$ cat src/rtl/sensor_emul_pkg.sv
// rtl/sensor_emul_pkg.sv - shared constants and types for the parallel sensor emulator
package sensor_emul_pkg;

  localparam int HACT_W   = 14;
  localparam int LINES_W  = 14;
  localparam int HBLANK_W = 10;
  localparam int VBLANK_W = 16;

  localparam logic [2:0] ST_IDLE   = 3'd0;
  localparam logic [2:0] ST_VSYNC  = 3'd1;
  localparam logic [2:0] ST_VBLANK = 3'd2;
  localparam logic [2:0] ST_LINE   = 3'd3;
  localparam logic [2:0] ST_HBLANK = 3'd4;

  localparam logic [1:0] PAT_RAMPX = 2'd0;
  localparam logic [1:0] PAT_XY    = 2'd1;
  localparam logic [1:0] PAT_CONST = 2'd2;
  localparam logic [1:0] PAT_FRAME = 2'd3;

  // frame geometry snapshot taken when a frame starts
  typedef struct packed {
    logic [HACT_W-1:0]   hact_len;
    logic [LINES_W-1:0]  lines;
    logic [HBLANK_W-1:0] hblank;
    logic [VBLANK_W-1:0] vblank;
  } geo_t;

endpackage

$ cat src/rtl/sensor_emul_pattern.sv
// rtl/sensor_emul_pattern.sv - registered test-pattern pixel generator, 1-cycle latency
module sensor_emul_pattern
  import sensor_emul_pkg::*;
#(
  parameter int DW = 12
) (
  input  logic          i_clk,
  input  logic          i_rst,
  input  logic          i_valid,
  input  logic [11:0]   i_x,
  input  logic [11:0]   i_y,
  input  logic [3:0]    i_frame,
  input  logic [1:0]    i_mode,
  input  logic [DW-1:0] i_const,
  output logic [DW-1:0] o_pxd
);

  logic [11:0]   w_sum;
  logic [DW-1:0] w_val;
  logic [DW-1:0] r_pxd;

  // 12-bit sum so x+y wraps modulo 4096
  assign w_sum = i_x + i_y;

  // pattern value for the pixel that goes on the bus next cycle
  always_comb begin
    w_val = '0;
    case (i_mode)
      PAT_RAMPX: w_val = DW'(i_x);
      PAT_XY:    w_val = DW'(w_sum);
      PAT_CONST: w_val = i_const;
      PAT_FRAME: w_val = DW'({i_frame, i_x[7:0]});
      default:   w_val = '0;
    endcase
  end

  // blank cycles are forced to zero so pxd is clean outside hact
  always_ff @(posedge i_clk or posedge i_rst) begin
    if (i_rst) begin
      r_pxd <= '0;
    end else begin
      r_pxd <= i_valid ? w_val : '0;
    end
  end

  assign o_pxd = r_pxd;

endmodule

$ cat src/rtl/sensor_emul353.sv
// rtl/sensor_emul353.sv - parallel CMOS sensor emulator driving VACT/HACT/PXD frames
module sensor_emul353
  import sensor_emul_pkg::*;
#(
  parameter int VACT_LEN = 4,
  parameter int DW       = 12,
  parameter int FCNT_W   = 16
) (
  input  logic                i_clk,
  input  logic                i_rst,
  input  logic                i_en,
  input  logic                i_trig_mode,
  input  logic                i_trig,
  input  logic [HACT_W-1:0]   i_hact_len,
  input  logic [LINES_W-1:0]  i_lines,
  input  logic [HBLANK_W-1:0] i_hblank,
  input  logic [VBLANK_W-1:0] i_vblank,
  input  logic [1:0]          i_pat_mode,
  input  logic [DW-1:0]       i_pat_const,
  output logic                o_vact,
  output logic                o_hact,
  output logic [DW-1:0]       o_pxd,
  output logic                o_busy,
  output logic                o_trig_missed,
  output logic [FCNT_W-1:0]   o_frame_cnt
);

  localparam logic [VBLANK_W-1:0] VACT_LAST = VBLANK_W'(VACT_LEN - 1);

  logic [2:0]          r_state;
  logic [VBLANK_W-1:0] r_cnt;
  logic [HACT_W-1:0]   r_x;
  logic [LINES_W-1:0]  r_y;
  geo_t                r_geo;
  logic [1:0]          r_pat_mode;
  logic [DW-1:0]       r_pat_const;
  logic [3:0]          r_frame_lo;
  logic [FCNT_W-1:0]   r_frame_cnt;
  logic                r_vact;
  logic                r_hact;
  logic                r_busy;
  logic                r_trig_missed;

  logic [2:0]          w_state_nxt;
  logic [VBLANK_W-1:0] w_cnt_nxt;
  logic [HACT_W-1:0]   w_x_nxt;
  logic [LINES_W-1:0]  w_y_nxt;
  logic                w_frame_done;
  logic                w_start;
  logic                w_cfg_load;

  assign w_start    = i_en & (i_trig_mode ? i_trig : 1'b1);
  // a fresh snapshot is taken on every entry into VSYNC, including free-run back-to-back frames
  assign w_cfg_load = (w_state_nxt == ST_VSYNC) && (r_state != ST_VSYNC);

  // frame sequencer: next state and counters for the cycle about to be driven on the bus
  always_comb begin
    w_state_nxt  = r_state;
    w_cnt_nxt    = r_cnt;
    w_x_nxt      = r_x;
    w_y_nxt      = r_y;
    w_frame_done = 1'b0;
    case (r_state)
      ST_IDLE: begin
        if (w_start) begin
          w_state_nxt = ST_VSYNC;
          w_cnt_nxt   = '0;
        end
      end
      ST_VSYNC: begin
        if (r_cnt == VACT_LAST) begin
          w_cnt_nxt   = '0;
          w_x_nxt     = '0;
          w_y_nxt     = '0;
          w_state_nxt = (r_geo.vblank == '0) ? ST_LINE : ST_VBLANK;
        end else begin
          w_cnt_nxt = r_cnt + 1'b1;
        end
      end
      ST_VBLANK: begin
        if (r_cnt == r_geo.vblank - 1'b1) begin
          w_cnt_nxt   = '0;
          w_x_nxt     = '0;
          w_y_nxt     = '0;
          w_state_nxt = ST_LINE;
        end else begin
          w_cnt_nxt = r_cnt + 1'b1;
        end
      end
      ST_LINE: begin
        if (r_x == r_geo.hact_len) begin
          w_cnt_nxt   = '0;
          w_state_nxt = ST_HBLANK;
        end else begin
          w_x_nxt = r_x + 1'b1;
        end
      end
      ST_HBLANK: begin
        if (r_cnt == VBLANK_W'(r_geo.hblank)) begin
          w_cnt_nxt = '0;
          if (r_y == r_geo.lines) begin
            w_frame_done = 1'b1;
            w_state_nxt  = (i_en && !i_trig_mode) ? ST_VSYNC : ST_IDLE;
          end else begin
            w_x_nxt     = '0;
            w_y_nxt     = r_y + 1'b1;
            w_state_nxt = ST_LINE;
          end
        end else begin
          w_cnt_nxt = r_cnt + 1'b1;
        end
      end
      default: w_state_nxt = ST_IDLE;
    endcase
  end

  // sequencer state, frame snapshot and frame counters
  always_ff @(posedge i_clk or posedge i_rst) begin
    if (i_rst) begin
      r_state     <= ST_IDLE;
      r_cnt       <= '0;
      r_x         <= '0;
      r_y         <= '0;
      r_geo       <= '0;
      r_pat_mode  <= PAT_RAMPX;
      r_pat_const <= '0;
      r_frame_lo  <= '0;
      r_frame_cnt <= '0;
    end else begin
      r_state <= w_state_nxt;
      r_cnt   <= w_cnt_nxt;
      r_x     <= w_x_nxt;
      r_y     <= w_y_nxt;
      if (w_cfg_load) begin
        r_geo       <= '{i_hact_len, i_lines, i_hblank, i_vblank};
        r_pat_mode  <= i_pat_mode;
        r_pat_const <= i_pat_const;
      end
      // low nibble kept apart so the frame pattern does not depend on FCNT_W
      if (w_frame_done) begin
        r_frame_cnt <= r_frame_cnt + 1'b1;
        r_frame_lo  <= r_frame_lo + 1'b1;
      end
    end
  end

  // bus strobes registered from the upcoming state, one stage alongside the pattern register
  always_ff @(posedge i_clk or posedge i_rst) begin
    if (i_rst) begin
      r_vact        <= 1'b0;
      r_hact        <= 1'b0;
      r_busy        <= 1'b0;
      r_trig_missed <= 1'b0;
    end else begin
      r_vact        <= (w_state_nxt == ST_VSYNC);
      r_hact        <= (w_state_nxt == ST_LINE);
      r_busy        <= (w_state_nxt != ST_IDLE);
      r_trig_missed <= i_trig && (r_state != ST_IDLE);
    end
  end

  sensor_emul_pattern #(
    .DW (DW)
  ) u_pattern (
    .i_clk   (i_clk),
    .i_rst   (i_rst),
    .i_valid (w_state_nxt == ST_LINE),
    .i_x     (w_x_nxt[11:0]),
    .i_y     (w_y_nxt[11:0]),
    .i_frame (r_frame_lo),
    .i_mode  (r_pat_mode),
    .i_const (r_pat_const),
    .o_pxd   (o_pxd)
  );

  assign o_vact        = r_vact;
  assign o_hact        = r_hact;
  assign o_busy        = r_busy;
  assign o_trig_missed = r_trig_missed;
  assign o_frame_cnt   = r_frame_cnt;

endmodule

$ cat config.mk
export PLATFORM = sky130hd
export DESIGN_NAME = sensor_emul353
export DESIGN_NICKNAME = d
export VERILOG_FILES = /design/src/rtl/sensor_emul_pkg.sv /design/src/rtl/sensor_emul_pattern.sv /design/src/rtl/sensor_emul353.sv
export SDC_FILE = /design/constraint.sdc
export NUM_CORES = 1
export LEC_CHECK = 0
export CORE_MARGIN = 3
export CORE_UTILIZATION = 57
export DETAILED_ROUTE_END_ITERATION = 10
export PLACE_DENSITY = 0.91
export SETUP_SLACK_MARGIN = 0.2
export SLEW_MARGIN = 25
export SYNTH_ARGS = -nofsm -noshare
export SYNTH_HDL_FRONTEND = slang
export SYNTH_SLANG_ARGS = --single-unit
$ cat constraint.sdc
create_clock -name i_clk -period 6.1 [get_ports i_clk]
set_input_delay 1.22 -clock i_clk [delete_from_list [all_inputs] [get_ports i_clk]]
set_output_delay 1.22 -clock i_clk [all_outputs]
set_load 0.01 [all_outputs]
==> impl_metrics.tcl, run 1 <==
set metrics [dict create \
    ir_drop_uv 256 \
    yosysUniqueCellTypes 84 \
    yosysSeqAreaShare 0.429 \
    p_switching_mw 1.54 \
    p_leak_nw 4.64 \
    wl_per_cell_um 18.9 \
    cts_tree "done" \
    synthToLayoutAreaGrowth_pct 19.5 \
    arrival_ps 5430 \
    htreeDepth 4 \
    fin_nets 1049 \
    rsz0062_at_grt "no" \
    worstSetupPathType "reg2reg" \
    path_clk_slew_ps 60 \
    slew_viol_final 0 \
    timing.fmax_mhz 196 \
    grt_pass1_wl_mm 35.4 \
    final.period_utilization 0.837 \
    synth_top_area_frac 0.429 \
    layout-drive-gt1-share 0.139 \
    path_buf_inv 0 \
    pwr-share-seq 0.382 \
    intPower_mw 2.78 \
    n_antenna_cell 0 \
    cts_root_buf "clkbuf_16" \
    relSlewSlack 0.304 \
    cp_slowest_cell "or4_4" \
    num_rows 44 \
    power.density_nw_per_um2 412 \
    cp-start-kind "register" \
    overflow 0 \
    antenna_found_initial 0 \
    ys_warn_count 0 \
    synth_fp_nets 961 \
    numCtsBuffers 17 \
    fp.dieArea_um2 17000 \
    status "complete, no violations" \
    critical-path-top-delay-family "compound AO/OA/AOI/OAI gates" \
    setup_viol 0 \
    grt_usage 0.265 \
    switching_share 0.357 \
    start_util 0.594 \
    required_ps 6420 \
    worst_pin_slew_ps 1040 \
    finalCriticalPeriod_ps 5110 \
    die_w_um 130 \
    gp_congestion 0.937 \
    vias_per_cell 6.22 \
    final_cell_mix "dfrtp_1, clkdlybuf4s50_1, nor2_1, o21ai_0" \
    ctsResizeCount 0 \
    path_max_fanout 13 \
    max-cap-violations 0 \
    final_common_cell "dfrtp_1" \
    syn_area_um2 8800 \
    worstSkewPairLatency_ps 430 \
    finalHoldViolations 0 \
    min_path_type "reg2reg" \
    p_total_mw 4.33 \
    antenna_left 0 \
    synth_top_area_cell "dfrtp_1" \
    yosys-top-cells-area "dfrtp_1, mux2_2, xor2_1" \
    core_area_um2 14800 \
    grt_max_degree 104 \
    ioPinCount 105 \
    fin_skew_ps 8.73 \
    yosys_most_used_dff "dfrtp_1" \
    synth-edff-count 0 \
    drt_iter0_drc 880 \
    layout.filler_cells 1074 \
    post-cts-setup-buffers 0 \
    dr_total_vias 7172 \
    cp_common_cell "a21o_1" \
    cts.path.max_buffers 2 \
    io_buffer_count 104 \
    grt_pass1_vias 6919 \
    cts_hold_buffers 0 \
    dp_hpwl_mm 15.5 \
    async_reset_ff_frac 1.00 \
    die_h_um 130 \
    syn_inst 870 \
    avgSynthCellArea_um2 10.1 \
    clock_power_share 0.256 \
    numClockSinks 151 \
    setup_tns_ps 0 \
    cpPeakStageDelay_ps 680 \
    wl_mm 21.8 \
    cp-end-kind "register" \
    drtPass1Iterations 5 \
    path_cells "or4_4 > nor3_1 > mux2_2 > o21ai_0 > and2b_4 > nand2_4 > o211ai_1 > o21ai_0 > a21o_1 > ha_1 > a21o_1 > a21o_1 > a21oi_1 > nor3b_1 > o31a_1 > o21ai_0 > a211o_1 > a21o_1" \
    p_comb_frac 0.362 \
    synth-seq-cells 151 \
    drcViolationCount 0 \
]
## logic make-up (layout without fill, tap and decap cells)
family,Yosys count,in the layout,share of synthesized area
AND/OR/NAND/NOR,301,301,0.180
buffers and inverters,65,164,0.0347
flip-flops,151,151,0.429
adder cells (fa/ha/maj),18,18,0.0264
AO/OA/AOI/OAI,166,166,0.128
XOR/XNOR,80,80,0.0805
multiplexers,89,89,0.121
## flip-flops by register name (all words and copies together), names as in the netlist, 2 cells and up
name / cells
o_frame_cnt: 16
r_cnt: 16
r_frame_lo: 4
r_geo: 54
r_pat_const: 12
r_pat_mode: 2
r_state: 3
r_x: 14
r_y: 14
u_pattern.o_pxd: 12
## layer usage
metal,share of wire,wire length (um),global-route usage
met1,0.43,9410,0.362
met5,0,0,0
met2,0.47,10400,0.419
met4,0.029,625,0.0911
met3,0.066,1450,0.0602
## cell type report
type                    instances  area [um^2]  area share
flip-flops and latches        151         3780       0.359
multi-input cells             654         4730       0.449
inverters                      27          106      0.0101
clock buffers                  21          460      0.0438
repair buffers                107         1060       0.101
well taps                     184          230      0.0219
clock inverters                 9          150      0.0143
## through the flow
| stage | utilization | setup WS (ps) | hold slack [ps] | instances | cell area [um^2] |
|---|---|---|---|---|---|
| global route | 0.710 | 653 | 492 | 1153 | 10500 |
| detailed placement | 0.668 | 1060 | 465 | 1122 | 9890 |
| floorplan | - | 815 | 440 | 870 | 8800 |
| global placement | 0.668 | 1240 | 456 | 1122 | 9890 |
| CTS | 0.709 | 1040 | 478 | 1152 | 10500 |
| finish | 0.710 | 992 | 477 | 1153 | 10500 |
## synthesized netlist by cell type, drive strengths merged (12+ instances only)
cell,n
nor3,24
xor2,46
or3,12
nand2,59
dfrtp,151
nand3,36
buf,18
inv,26
and3,25
nand4,15
nor4,18
ha,17
nor2,78
o31ai,12
o21ai,69
a21oi,20
clkbuf,20
mux2,78
xnor2,34
## power by group through the flow
stage	combinational (mW)	clock [mW]	sequential, mW
after CTS	1.56	1.11	1.65
after global placement	1.49	0	1.65
after detailed placement	1.54	0	1.66
final	1.57	1.11	1.65
after global routing	1.72	1.16	1.70
after floorplan	1.28	0	1.51
## worst register-to-register path, delay by kind of cell, from the launching register on
family | cells | cell delay [ps]
compound gates | 11 | 2290
simple gates | 5 | 1490
flops | 1 | 490
fa+ha+maj | 1 | 390
mux | 1 | 360
## final timing paths
kind                                     from                   to  slack (ps)  depth (start not counted)
worst max-delay path                 r_geo[2]  u_pattern.o_pxd[11]         990                         18
worst min-delay path            r_frame_lo[3]        r_frame_lo[3]         480                          1
worst max register to register       r_geo[2]  u_pattern.o_pxd[11]         990                         18
worst min register to register  r_frame_lo[3]        r_frame_lo[3]         480                          1
max in group asynchronous               i_rst       r_pat_const[1]        3620                          3
min in group asynchronous               i_rst            r_geo[14]        1340                          2
No activity file was read; power rests on OpenSTA's default activity.
==> inputs of run 2 (changes only) <==
==> constraint.sdc (replaced) <==
create_clock -name i_clk -period 4.7 [get_ports i_clk]
set_input_delay 0.94 -clock i_clk [delete_from_list [all_inputs] [get_ports i_clk]]
set_output_delay 0.94 -clock i_clk [all_outputs]
set_load 0.01 [all_outputs]
==> impl_metrics.tcl, run 2 (same netlist as run 1, synthesis figures left out) <==
set metrics [dict create \
    status "complete, no violations" \
    grt_pass1_vias 7409 \
    numCtsBuffers 17 \
    wl_mm 24.0 \
    setup_viol 0 \
    cp-start-kind "register" \
    cts_tree "done" \
    p_total_mw 5.94 \
    antenna_left 0 \
    htreeDepth 4 \
    final.period_utilization 0.958 \
    fin_skew_ps 10.3 \
    relSlewSlack 0.360 \
    grt_max_degree 88 \
    dr_total_vias 7541 \
    drcViolationCount 0 \
    ioPinCount 105 \
    slew_viol_final 0 \
    min_path_type "reg2reg" \
    die_h_um 130 \
    path_clk_slew_ps 70 \
    regMostFlops "r_geo" \
    ff_latch_area_um2 3780 \
    worstSkewPairLatency_ps 440 \
    die_w_um 130 \
    worst_pin_slew_ps 961 \
    cp-end-kind "register" \
    drt_iter0_drc 808 \
    cts.path.max_buffers 2 \
    drtPass1Iterations 5 \
    grt_pass1_wl_mm 37.0 \
    required_ps 5030 \
    numClockSinks 151 \
    power.density_nw_per_um2 532 \
    io_buffer_count 104 \
    arrival_ps 4830 \
    p_leak_nw 4.97 \
    wl_per_cell_um 19.8 \
    max-cap-violations 0 \
    rsz0062_at_grt "yes" \
    antenna_found_initial 1 \
    path_max_fanout 6 \
    worstSetupPathType "reg2reg" \
    stdcell_area_um2 11100 \
    cts_hold_buffers 0 \
    ir_drop_uv 322 \
    grt_usage 0.279 \
    n_antenna_cell 0 \
    core_area_um2 14800 \
    gp_congestion 0.942 \
    layout-drive-gt1-share 0.222 \
    finalHoldViolations 0 \
    timing.fmax_mhz 222 \
    final_common_cell "dfrtp_1" \
    vias_per_cell 6.22 \
    synthToLayoutAreaGrowth_pct 26.6 \
    layout.filler_cells 977 \
    start_util 0.594 \
    fin_nets 1107 \
    cts_root_buf "clkbuf_16" \
    finalCriticalPeriod_ps 4500 \
    overflow 0 \
    largest_reg_flops 54 \
    dp_hpwl_mm 16.3 \
    final_cell_mix "dfrtp_1, clkdlybuf4s50_1, nor2_1, mux2_2, buf_4" \
    multi_input_area_um2 4910 \
    fp.dieArea_um2 17000 \
    num_rows 44 \
    place_area_um2 10200 \
]
-- run 2: cell count changes in the layout (fill, tap and decap cells not counted), sizes merged --
cell and change:
buf +57, inv +3, bufinv -2, clkinv +2
clkbuf -1, or4 +1
-- run 2: timing repair --
| action | CTS | global route |
|---|---|---|
| endpoints found under the setup margin | 3 | 9 |
| cloned | 1 | 0 |
| pin swaps | 7 | 37 |
| setup buffers | 4 | 19 |
| endpoints found under the hold margin | 0 | 0 |
| resized for setup | 10 | 40 |
-- run 2: metal layers --
layer	up-vias	GRT usage	wire (um)
met4	2	0.106	808
met3	80	0.0757	1810
met1	3659	0.352	9640
met2	359	0.460	11700
met5	-	0	13
li1	3441	-	-
-- run 2: path summary, 6_finish.rpt --
| path | endpoint | slack (ps) | start | cells past startpoint |
|---|---|---|---|---|
| max in group asynchronous | r_geo[11] | 2810 | i_rst | 3 |
| max reg2reg | u_pattern.o_pxd[11] | 200 | r_geo[4] | 19 |
| min reg2reg | o_frame_cnt[15] | 490 | o_frame_cnt[15] | 1 |
| max | u_pattern.o_pxd[11] | 200 | r_geo[4] | 19 |
| min | o_frame_cnt[15] | 490 | o_frame_cnt[15] | 1 |
| min in group asynchronous | u_pattern.o_pxd[0] | 960 | i_rst | 2 |
-- run 2: area by class of cell --
| class | count | share of cell area |
|---|---|---|
| timing repair buffer | 164 | 0.136 |
| multi-input combinational | 655 | 0.441 |
| sequential | 151 | 0.339 |
| clock buffer | 20 | 0.0410 |
| clock inverter | 12 | 0.0128 |
| inverter | 27 | 0.00943 |
| tap | 184 | 0.0207 |
-- run 2: power by group --
group / switching, mW / internal (mW) / leakage (nW) / total (mW)
registers: 0.457 / 1.69 / 1.92 / 2.14
clock network: 0.583 / 0.819 / 0.292 / 1.40
logic: 1.17 / 1.22 / 2.76 / 2.39
total: 2.21 / 3.72 / 4.97 / 5.94
-- run 2: through the flow --
stage / setup TNS [ps] / utilization / setup WS (ps) / hold WS [ps] / std cells
final: 0 / 0.753 / 198 / 486 / 1213
after global placement: 0 / 0.687 / 187 / 456 / 1156
after detailed placement: 0 / 0.687 / 81.9 / 473 / 1156
after floorplan: 0 / - / 255 / 440 / 870
after CTS: 0 / 0.733 / 215 / 484 / 1193
after global routing: -85.5 / 0.753 / -85.5 / 496 / 1213
-- run 2: worst max-delay path: stages (launching register included) --
cell,delay (ps)
dfrtp_2,430
buf_4,150
or4_4,550
buf_4,170
o31ai_1,370
a32oi_2,200
o21ai_4,130
nand3_1,150
o211ai_1,270
o21ai_1,100
a21o_1,210
ha_4,250
a21o_1,200
a21o_1,170
a21oi_2,150
nor3b_2,180
o31a_1,200
o21ai_1,70
a211o_1,250
a21o_1,170
